==> src/rtl/i2c_controller.sv <==
// Single-controller I2C initiator: START, {addr,rw}, cmd_len data bytes, STOP; SCL push-pull, SDA open-drain.
// Latency: first SDA fall 2*CLK_DIV clks after accept; done at 4*CLK_DIV*(11+9*len) clks with every byte ACKed.
// Backpressure: cmd_ready only in Idle (requests while busy are dropped); tx_data must be valid when tx_ready pulses.
module i2c_controller #(
  parameter int CLK_DIV = 4
) (
  input  logic       clk,
  input  logic       reset,
  input  logic       cmd_valid,
  output logic       cmd_ready,
  input  logic [6:0] cmd_addr,
  input  logic       cmd_rw,
  input  logic [3:0] cmd_len,
  input  logic [7:0] tx_data,
  output logic       tx_ready,
  output logic [7:0] rx_data,
  output logic       rx_valid,
  output logic       busy,
  output logic       nack_error,
  output logic       done,
  output logic       scl_out,
  output logic       sda_out,
  output logic       sda_oe,
  input  logic       sda_in
);
  localparam int DW = (CLK_DIV > 1) ? $clog2(CLK_DIV) : 1;
  localparam logic [DW-1:0] DIV_LAST = DW'(CLK_DIV - 1);

  typedef enum logic [3:0] {
    IDLE, START, ADDR, ADDR_ACK, WRITE, WRITE_ACK, READ, READ_ACK, STOP
  } state_t;

  state_t        state, next_state;
  logic [DW-1:0] div;
  logic [1:0]    qtr;
  logic [2:0]    bit_cnt;
  logic [7:0]    shreg;
  logic [3:0]    len;
  logic          rw;
  logic          ack_smp;
  logic          tick, slot_end, scl_lvl, sda_low;

  assign tick      = (state != IDLE) && (div == DIV_LAST);
  assign slot_end  = tick && (qtr == 2'd3);
  assign cmd_ready = (state == IDLE);
  assign busy      = (state != IDLE);
  assign tx_ready  = (state == WRITE) && tick && (qtr == 2'd0) && (bit_cnt == 3'd7);

  always_ff @(posedge clk) begin
    if (reset) state <= IDLE;
    else       state <= next_state;
  end

  // Bus levels computed here are registered on the tick that ends the quarter.
  always_comb begin
    next_state = state;
    scl_lvl    = 1'b1;
    sda_low    = 1'b0;
    case (state)
      IDLE: if (cmd_valid) next_state = START;
      START: begin
        scl_lvl = ~qtr[1];
        sda_low = (qtr != 2'd0);
        if (slot_end) next_state = ADDR;
      end
      ADDR: begin
        scl_lvl = qtr[1];
        sda_low = ~shreg[7];
        if (slot_end && bit_cnt == 3'd0) next_state = ADDR_ACK;
      end
      ADDR_ACK: begin
        scl_lvl = qtr[1];
        if (slot_end) begin
          if (ack_smp || len == 4'd0) next_state = STOP;
          else if (rw)                next_state = READ;
          else                        next_state = WRITE;
        end
      end
      WRITE: begin
        scl_lvl = qtr[1];
        sda_low = ~(tx_ready ? tx_data[7] : shreg[7]);
        if (slot_end && bit_cnt == 3'd0) next_state = WRITE_ACK;
      end
      WRITE_ACK: begin
        scl_lvl = qtr[1];
        if (slot_end) next_state = (ack_smp || len == 4'd1) ? STOP : WRITE;
      end
      READ: begin
        scl_lvl = qtr[1];
        if (slot_end && bit_cnt == 3'd0) next_state = READ_ACK;
      end
      READ_ACK: begin
        scl_lvl = qtr[1];
        sda_low = (len != 4'd1);
        if (slot_end) next_state = (len == 4'd1) ? STOP : READ;
      end
      STOP: begin
        scl_lvl = (qtr != 2'd0);
        sda_low = ~qtr[1];
        if (slot_end) next_state = IDLE;
      end
      default: next_state = IDLE;
    endcase
  end

  always_ff @(posedge clk) begin
    if (reset) begin
      div        <= '0;
      qtr        <= 2'd0;
      bit_cnt    <= 3'd7;
      shreg      <= 8'h00;
      len        <= 4'd0;
      rw         <= 1'b0;
      ack_smp    <= 1'b0;
      scl_out    <= 1'b1;
      sda_out    <= 1'b1;
      sda_oe     <= 1'b0;
      rx_data    <= 8'h00;
      rx_valid   <= 1'b0;
      nack_error <= 1'b0;
      done       <= 1'b0;
    end else begin
      rx_valid <= (state == READ) && slot_end && (bit_cnt == 3'd0);
      done     <= (state == STOP) && slot_end;
      if (state == IDLE || tick) div <= '0;
      else                       div <= div + 1'b1;
      if (state == IDLE) qtr <= 2'd0;
      else if (tick)     qtr <= qtr + 2'd1;
      if (tick) begin
        scl_out <= scl_lvl;
        sda_oe  <= sda_low;
        sda_out <= ~sda_low;
      end
      if (cmd_valid && cmd_ready) begin
        shreg      <= {cmd_addr, cmd_rw};
        len        <= cmd_len;
        rw         <= cmd_rw;
        bit_cnt    <= 3'd7;
        nack_error <= 1'b0;
      end else if (tx_ready) begin
        shreg <= tx_data;
      end else if (tick && qtr == 2'd2 && state == READ) begin
        shreg <= {shreg[6:0], sda_in};
      end else if (slot_end && (state == ADDR || state == WRITE)) begin
        shreg <= {shreg[6:0], 1'b0};
      end
      // bit_cnt wraps 0 -> 7, ready for the next byte.
      if (slot_end && (state == ADDR || state == WRITE || state == READ))
        bit_cnt <= bit_cnt - 3'd1;
      if (slot_end && state == READ && bit_cnt == 3'd0)
        rx_data <= shreg;
      if (tick && qtr == 2'd2 && (state == ADDR_ACK || state == WRITE_ACK))
        ack_smp <= sda_in;
      if (slot_end && (state == ADDR_ACK || state == WRITE_ACK) && ack_smp)
        nack_error <= 1'b1;
      if (slot_end && ((state == WRITE_ACK && !ack_smp) || state == READ_ACK))
        len <= len - 4'd1;
    end
  end
endmodule
==> config.mk <==
export PLATFORM = sky130hd
export DESIGN_NAME = i2c_controller
export DESIGN_NICKNAME = d
export VERILOG_FILES = /design/src/rtl/i2c_controller.sv
export SDC_FILE = /design/constraint.sdc
export NUM_CORES = 1
export LEC_CHECK = 0
export ABC_AREA = 1
export BUFFER_PORTS_ARGS = -buffer_cell sky130_fd_sc_hd__buf_2
export CAP_MARGIN = 20
export CORE_MARGIN = 2
export CORE_UTILIZATION = 55
export DETAILED_ROUTE_END_ITERATION = 10
export PLACE_DENSITY = 0.9
export SLEW_MARGIN = 25
export SYNTH_ARGS = -nofsm -noshare
export SYNTH_HDL_FRONTEND = slang
export SYNTH_SLANG_ARGS = --single-unit
==> constraint.sdc <==
create_clock -name clk -period 1.9 [get_ports clk]
set_clock_uncertainty 0.05 [all_clocks]
set_input_delay 0.19 -clock clk [delete_from_list [all_inputs] [get_ports clk]]
set_output_delay 0.19 -clock clk [all_outputs]
set_load 0.02 [all_outputs]
==> flow_summary.yaml, run 1 <==
status:
  outcome: "finished, final reports clean"
clocking:
  cts_max_path_buffers: 2
  worst_setup_hold_path_clk_slew_ns: 0.08
  cts_root_buf: "clkbuf_8"
  cts_made_buffers: 5
  clock_latency_ns: 0.30
  hold_buffers: 0
  htree_levels: 2
  cts_tree: "built"
  clock_sinks: 39
drt:
  dr.pass1.iters: 5
  vias_per_cell: 5.44
  wl_met1_um: 2270
  drt_iter0_drc: 122
  wl_met2_um: 2810
  highest_layer: "met4"
  ant_nets: 0
  dr_wl_met3_um: 328
  drt-total-wl_um: 5540
  vias: 2322
  drc: 0
  wire_per_inst_um: 13.0
hold_path:
  hp-class: "in -> reg"
placed_design:
  hpwl_um: 4180
  gp_congestion: 0.926
  portBuffers: 40
  dp_slack_ns: 0.163
yosys:
  async_reset_ff_frac: 0
  syn_inst: 334
  ys.flop_type: "dfxtp_1"
  ys_seq_area_frac: 0.344
  synth_top_area_cell: "dfxtp_1"
  synth_edf_count: 0
  synthDistinctLibCells: 32
  syn_area_um2: 2270
  syn_area_per_cell_um2: 6.79
  yosys-top-cells-area: "dfxtp_1 34%, nand2_1 15%, nor2_1 6.8%, nand3_1 5.7%, ha_1 5.5%"
  synth_top_area_frac: 0.344
  synth-warning-count: 0
  synth-seq-cells: 39
  synth.net_count: 368
floorplanning:
  start_util: 0.571
  die_x_um: 68.2
  die_area_um2: 4650
  design.core.area_um2: 3970
  rows: 23
  ios: 41
  fp.dieH_um: 68.2
critical_path:
  crit_fanout: 3
  cpMaxStageDelayCell: "dfxtp_1"
  path_cells: "inv_1 > ha_4 > nand3_4 > inv_2 > nand2_1 > nor2_2 > buf_4"
  end_kind: "primary output"
  critPathLaunchType: "flip-flop"
  cpPeakStageDelay_ns: 0.34
  path_buf_inv: 3
  critical_path_class: "reg -> out"
  critical_path_required_ns: 1.66
  critPathTopFamily: "buffers and inverters"
  worst_ep_arrival_time_ns: 1.54
finish:
  fin_util: 0.663
  nets: 410
  diodes: 0
  syn2layout_area_growth_pct: 16.0
  drive_gt1_frac: 0.202
sta:
  fin_ws_ns: 0.116
  tightest_slew_ns: 0.448
  fin_crit_ns: 1.78
  slew_headroom: 0.701
  grt_setup_unrepaired: "no"
  fmax_mhz: 561
  drv_slew: 0
  finalSetupViolCount: 0
  fin_tns_setup_ns: 0
  finalHoldViolations: 0
  finalCritPeriodShare: 0.939
power_and_ir_drop:
  p_leak_nw: 1.31
  vdd_drop_max_mv: 0.694
  power_mw: 3.27
  powerDensity_nw_per_um2: 1240
global_route:
  antenna_found_initial: 0
  grt_first_pass_wirelength_um: 8800
  grt_pass1_vias: 2073
  grt_max_degree: 17
  overflow: 0
  grtUsageTotal: 0.254
run:
  drv_cap: 0
## final timing paths
path / depth (start not counted) / slack (ns) / endpoint / startpoint
worst max-delay path: 7 / 0.12 / tx_ready / qtr[0]$_SDFFE_PP0N_
worst min-delay path: 3 / 0.10 / len[1]$_SDFFE_PP0P_ / cmd_len[1]
worst max register to register: 10 / 0.18 / shreg[0]$_SDFFE_PP0P_ / state[1]$_SDFFE_PP0P_
worst min register to register: 1 / 0.40 / div[0]$_SDFF_PP0_ / div[0]$_SDFF_PP0_
## worst register-to-register path: stages (launching register included)
cell     delay (ns)
dfxtp_1        0.40
nor2_4         0.25
nand2_8        0.11
nand2_4        0.10
inv_2          0.12
nand2_4        0.13
nand2_4        0.07
nor2_4         0.22
nand2_1        0.07
nand2_1        0.07
nor2_1         0.04
## per-layer routing
layer,vias up,track usage
li1,1158,-
met4,0,0.103
met3,18,0.0559
met1,1055,0.296
met2,91,0.448
met5,-,0
## area by class of cell
type                       instances  area, um^2
inverter                          38         143
clock buffer                       6        72.6
tap                               50        62.6
timing repair buffer              43         225
sequential                        39         781
fill                             342        1340
multi-input combinational        249        1340
clock inverter                     2        12.5
## synthesized netlist by cell type, types with 2 or more instances
| library cell | instances |
|---|---|
| nand2_1 | 88 |
| nor2_1 | 41 |
| dfxtp_1 | 39 |
| inv_1 | 33 |
| nand3_1 | 26 |
| a21oi_1 | 22 |
| o21ai_0 | 21 |
| ha_1 | 10 |
| nand3b_1 | 6 |
| nor2_4 | 6 |
| inv_2 | 5 |
| nor3_1 | 5 |
| clkbuf_1 | 4 |
| nand2_4 | 3 |
| o21ai_1 | 3 |
| buf_2 | 2 |
| buf_4 | 2 |
| nand4_1 | 2 |
| nor2_2 | 2 |
| xor2_1 | 2 |
## cell families after synthesis
kind of cell	Yosys count	synth area share
XOR/XNOR	3	0.0116
buffers and inverters	46	0.0805
flip-flops	39	0.344
AND/OR/NAND/NOR	185	0.391
AO/OA/AOI/OAI	51	0.117
adder cells (fa/ha/maj)	10	0.0552
## report_power, final
part           internal [mW]  switching, mW  total, mW
clock                  0.256          0.295      0.552
sequential             0.951          0.115       1.07
combinational          0.553           1.10       1.65
## registers in the layout (all words and copies together) (netlist names)
name,flops
len,4
sda_out,1
sda_oe,1
done,1
bit_cnt,3
rw,1
shreg,8
scl_out,1
rx_valid,1
nack_error,1
state,4
rx_data,8
qtr,2
ack_smp,1
div,2
## through the flow
step / area (um^2) / hold WS [ns] / cells
after floorplan: 2270 / 0.240 / 334
after global placement: 2510 / 0.361 / 419
after detailed placement: 2510 / 0.378 / 419
after CTS: 2610 / 0.104 / 427
after global routing: 2630 / 0.125 / 427
final: 2630 / 0.104 / 427
## layout by cell type, fill, tap and decap left out, types with 2 or more instances in the layout
cell type / synthesis / routed
o21ai_1: 3 / 3
nand3_1: 26 / 25
nor3_1: 5 / 5
a21oi_1: 22 / 22
nor2_4: 6 / 6
nand2_1: 88 / 88
nor2_2: 2 / 3
inv_2: 5 / 6
buf_2: 2 / 39
inv_1: 33 / 32
xor2_1: 2 / 2
ha_1: 10 / 8
nand3b_1: 6 / 6
nor2_1: 41 / 40
dfxtp_1: 39 / 39
o21ai_0: 21 / 21
buf_4: 2 / 4
clkbuf_8: 0 / 5
nand2_4: 3 / 3
nand4_1: 2 / 2
## repair_timing
| action | in CTS | in global routing |
|---|---|---|
| setup endpoints to repair | 1 | 2 |
| hold endpoints to repair | 0 | 0 |
| resized for setup | 2 | 6 |
| setup buffers | 0 | 0 |
| pin swaps | 0 | 1 |
Power figures use the tool's default switching activity.
==> run 2: changes to the inputs <==
--- a/config.mk
+++ b/config.mk
@@ -6,12 +6,13 @@
 export NUM_CORES = 1
 export LEC_CHECK = 0
 export ABC_AREA = 1
-export BUFFER_PORTS_ARGS = -buffer_cell sky130_fd_sc_hd__buf_2
 export CAP_MARGIN = 20
 export CORE_MARGIN = 2
 export CORE_UTILIZATION = 55
 export DETAILED_ROUTE_END_ITERATION = 10
-export PLACE_DENSITY = 0.9
+export DONT_BUFFER_PORTS = 1
+export PLACE_DENSITY = 0.81
+export RECOVER_POWER = 25
 export SLEW_MARGIN = 25
 export SYNTH_ARGS = -nofsm -noshare
 export SYNTH_HDL_FRONTEND = slang
==> flow_summary.yaml, run 2 (synthesis gave the netlist of run 1 again) <==
status:
  outcome: "finished, final reports clean"
finish:
  final_area_um2: 2470
  nets: 372
  drive_gt1_frac: 0.112
  final_common_cell: "nand2_1"
  syn2layout_area_growth_pct: 8.72
  reg.largest.list: "rx_data x8, shreg x8"
  final_cell_mix: "88 x nand2_1, 40 x nor2_1, 39 x dfxtp_1, 32 x inv_1, 25 x nand3_1"
  diodes: 0
  fin_util: 0.621
drt:
  vias_per_cell: 5.39
  wire_per_inst_um: 13.8
  vias: 2098
  drt_iter0_drc: 180
  ant_nets: 0
  drc: 0
  drt-total-wl_um: 5370
  dr.pass1.iters: 4
sta:
  finalCritPeriodShare: 0.942
  finalSetupViolCount: 0
  fin_ws_ns: 0.110
  fmax_mhz: 559
  grt_setup_unrepaired: "no"
  drv_slew: 0
  fin_tns_setup_ns: 0
  finalHoldViolations: 0
  fin_crit_ns: 1.79
  tightest_slew_ns: 0.484
  slew_headroom: 0.676
hold_path:
  hp-class: "in -> reg"
placed_design:
  gp_congestion: 0.978
  dp_slack_ns: 0.188
  hpwl_um: 4080
  portBuffers: 0
  placed_area_um2: 2320
clocking:
  post-cts-setup-buffer-count: 0
  cts_made_buffers: 5
  cts_tree: "built"
  cts_root_buf: "clkbuf_8"
  worst_setup_hold_path_clk_slew_ns: 0.08
  htree_levels: 2
  cts_max_path_buffers: 2
  clock_sinks: 39
  clock_latency_ns: 0.30
critical_path:
  critical_path_required_ns: 1.66
  critPathLaunchType: "flip-flop"
  crit_fanout: 5
  worst_ep_arrival_time_ns: 1.55
  critical_path_class: "reg -> out"
  r2r_slack_ns: 0.21
  end_kind: "primary output"
floorplanning:
  start_util: 0.571
  die_x_um: 68.2
  fp.dieH_um: 68.2
  ios: 41
  rows: 23
  die_area_um2: 4650
  design.core.area_um2: 3970
global_route:
  grt_pass1_vias: 2005
  grt_max_degree: 17
  grt_first_pass_wirelength_um: 8690
  grtUsageTotal: 0.254
  antenna_found_initial: 0
  overflow: 0
run:
  drv_cap: 0
power_and_ir_drop:
  vdd_drop_max_mv: 0.713
  p_leak_nw: 1.15
  powerDensity_nw_per_um2: 1360
[run 2: changes by cell type in the layout (fill, tap and decap cells not counted), sizes merged]
| cell | delta |
|---|---|
| bufinv | +1 |
| clkbuf | -1 |
| inv | +1 |
| clkinv | -1 |
| buf | -39 |
| dlygate4sd3 | +1 |
[run 2: worst max-delay path: stages, from the launching register on]
cell and delay, ns:
dfxtp_1 0.36, inv_1 0.10, ha_2 0.23, nand3_4 0.12
inv_2 0.09, nand2_1 0.06, nor2_2 0.13, buf_4 0.16
[run 2: what timing repair did]
action	4_1_cts	5_1_grt
hold buffers	1	0
resized for setup	2	4
pin swaps	0	0
setup endpoints to repair	1	2
endpoints found under the hold margin	11	0
[run 2: through the flow]
stage / power, mW / cells / hold WS (ns)
final: 3.35 / 389 / 0.00803
after global routing: 3.60 / 389 / 0.0115
after CTS: 3.36 / 389 / 0.00265
after detailed placement: 2.62 / 380 / 0.215
after global placement: 2.59 / 380 / 0.211
after floorplan: 2.34 / 334 / 0.240
[run 2: per-layer routing]
layer | up-vias | GRT usage | part of all wire
met4 | 0 | 0.115 | 0.026
met3 | 13 | 0.0773 | 0.054
met2 | 48 | 0.431 | 0.49
met5 | - | 0 | 0
met1 | 960 | 0.293 | 0.43
li1 | 1077 | - | -
[run 2: where the power goes]
part	switching, mW	internal (mW)
Combinational	1.07	0.507
Sequential	0.108	0.950
Clock	0.326	0.396
Total	1.50	1.85
[run 2: final cells by class]
type	count	area, um^2
multi-input combinational	249	1330
inverter	38	143
clock inverter	3	46.3
timing repair buffer	5	40.0
tap	50	62.6
fill	372	1510
clock buffer	5	68.8
sequential	39	781
[run 2: path summary, 6_finish.rpt]
path,startpoint,end,cells past startpoint
worst max-delay path,qtr[1]$_SDFFE_PP0N_,tx_ready,7
worst min-delay path,cmd_len[3],len[3]$_SDFFE_PP0P_,2
worst max register to register,state[0]$_SDFFE_PP0P_,shreg[7]$_SDFFE_PP0P_,11
worst min register to register,div[0]$_SDFF_PP0_,div[0]$_SDFF_PP0_,1
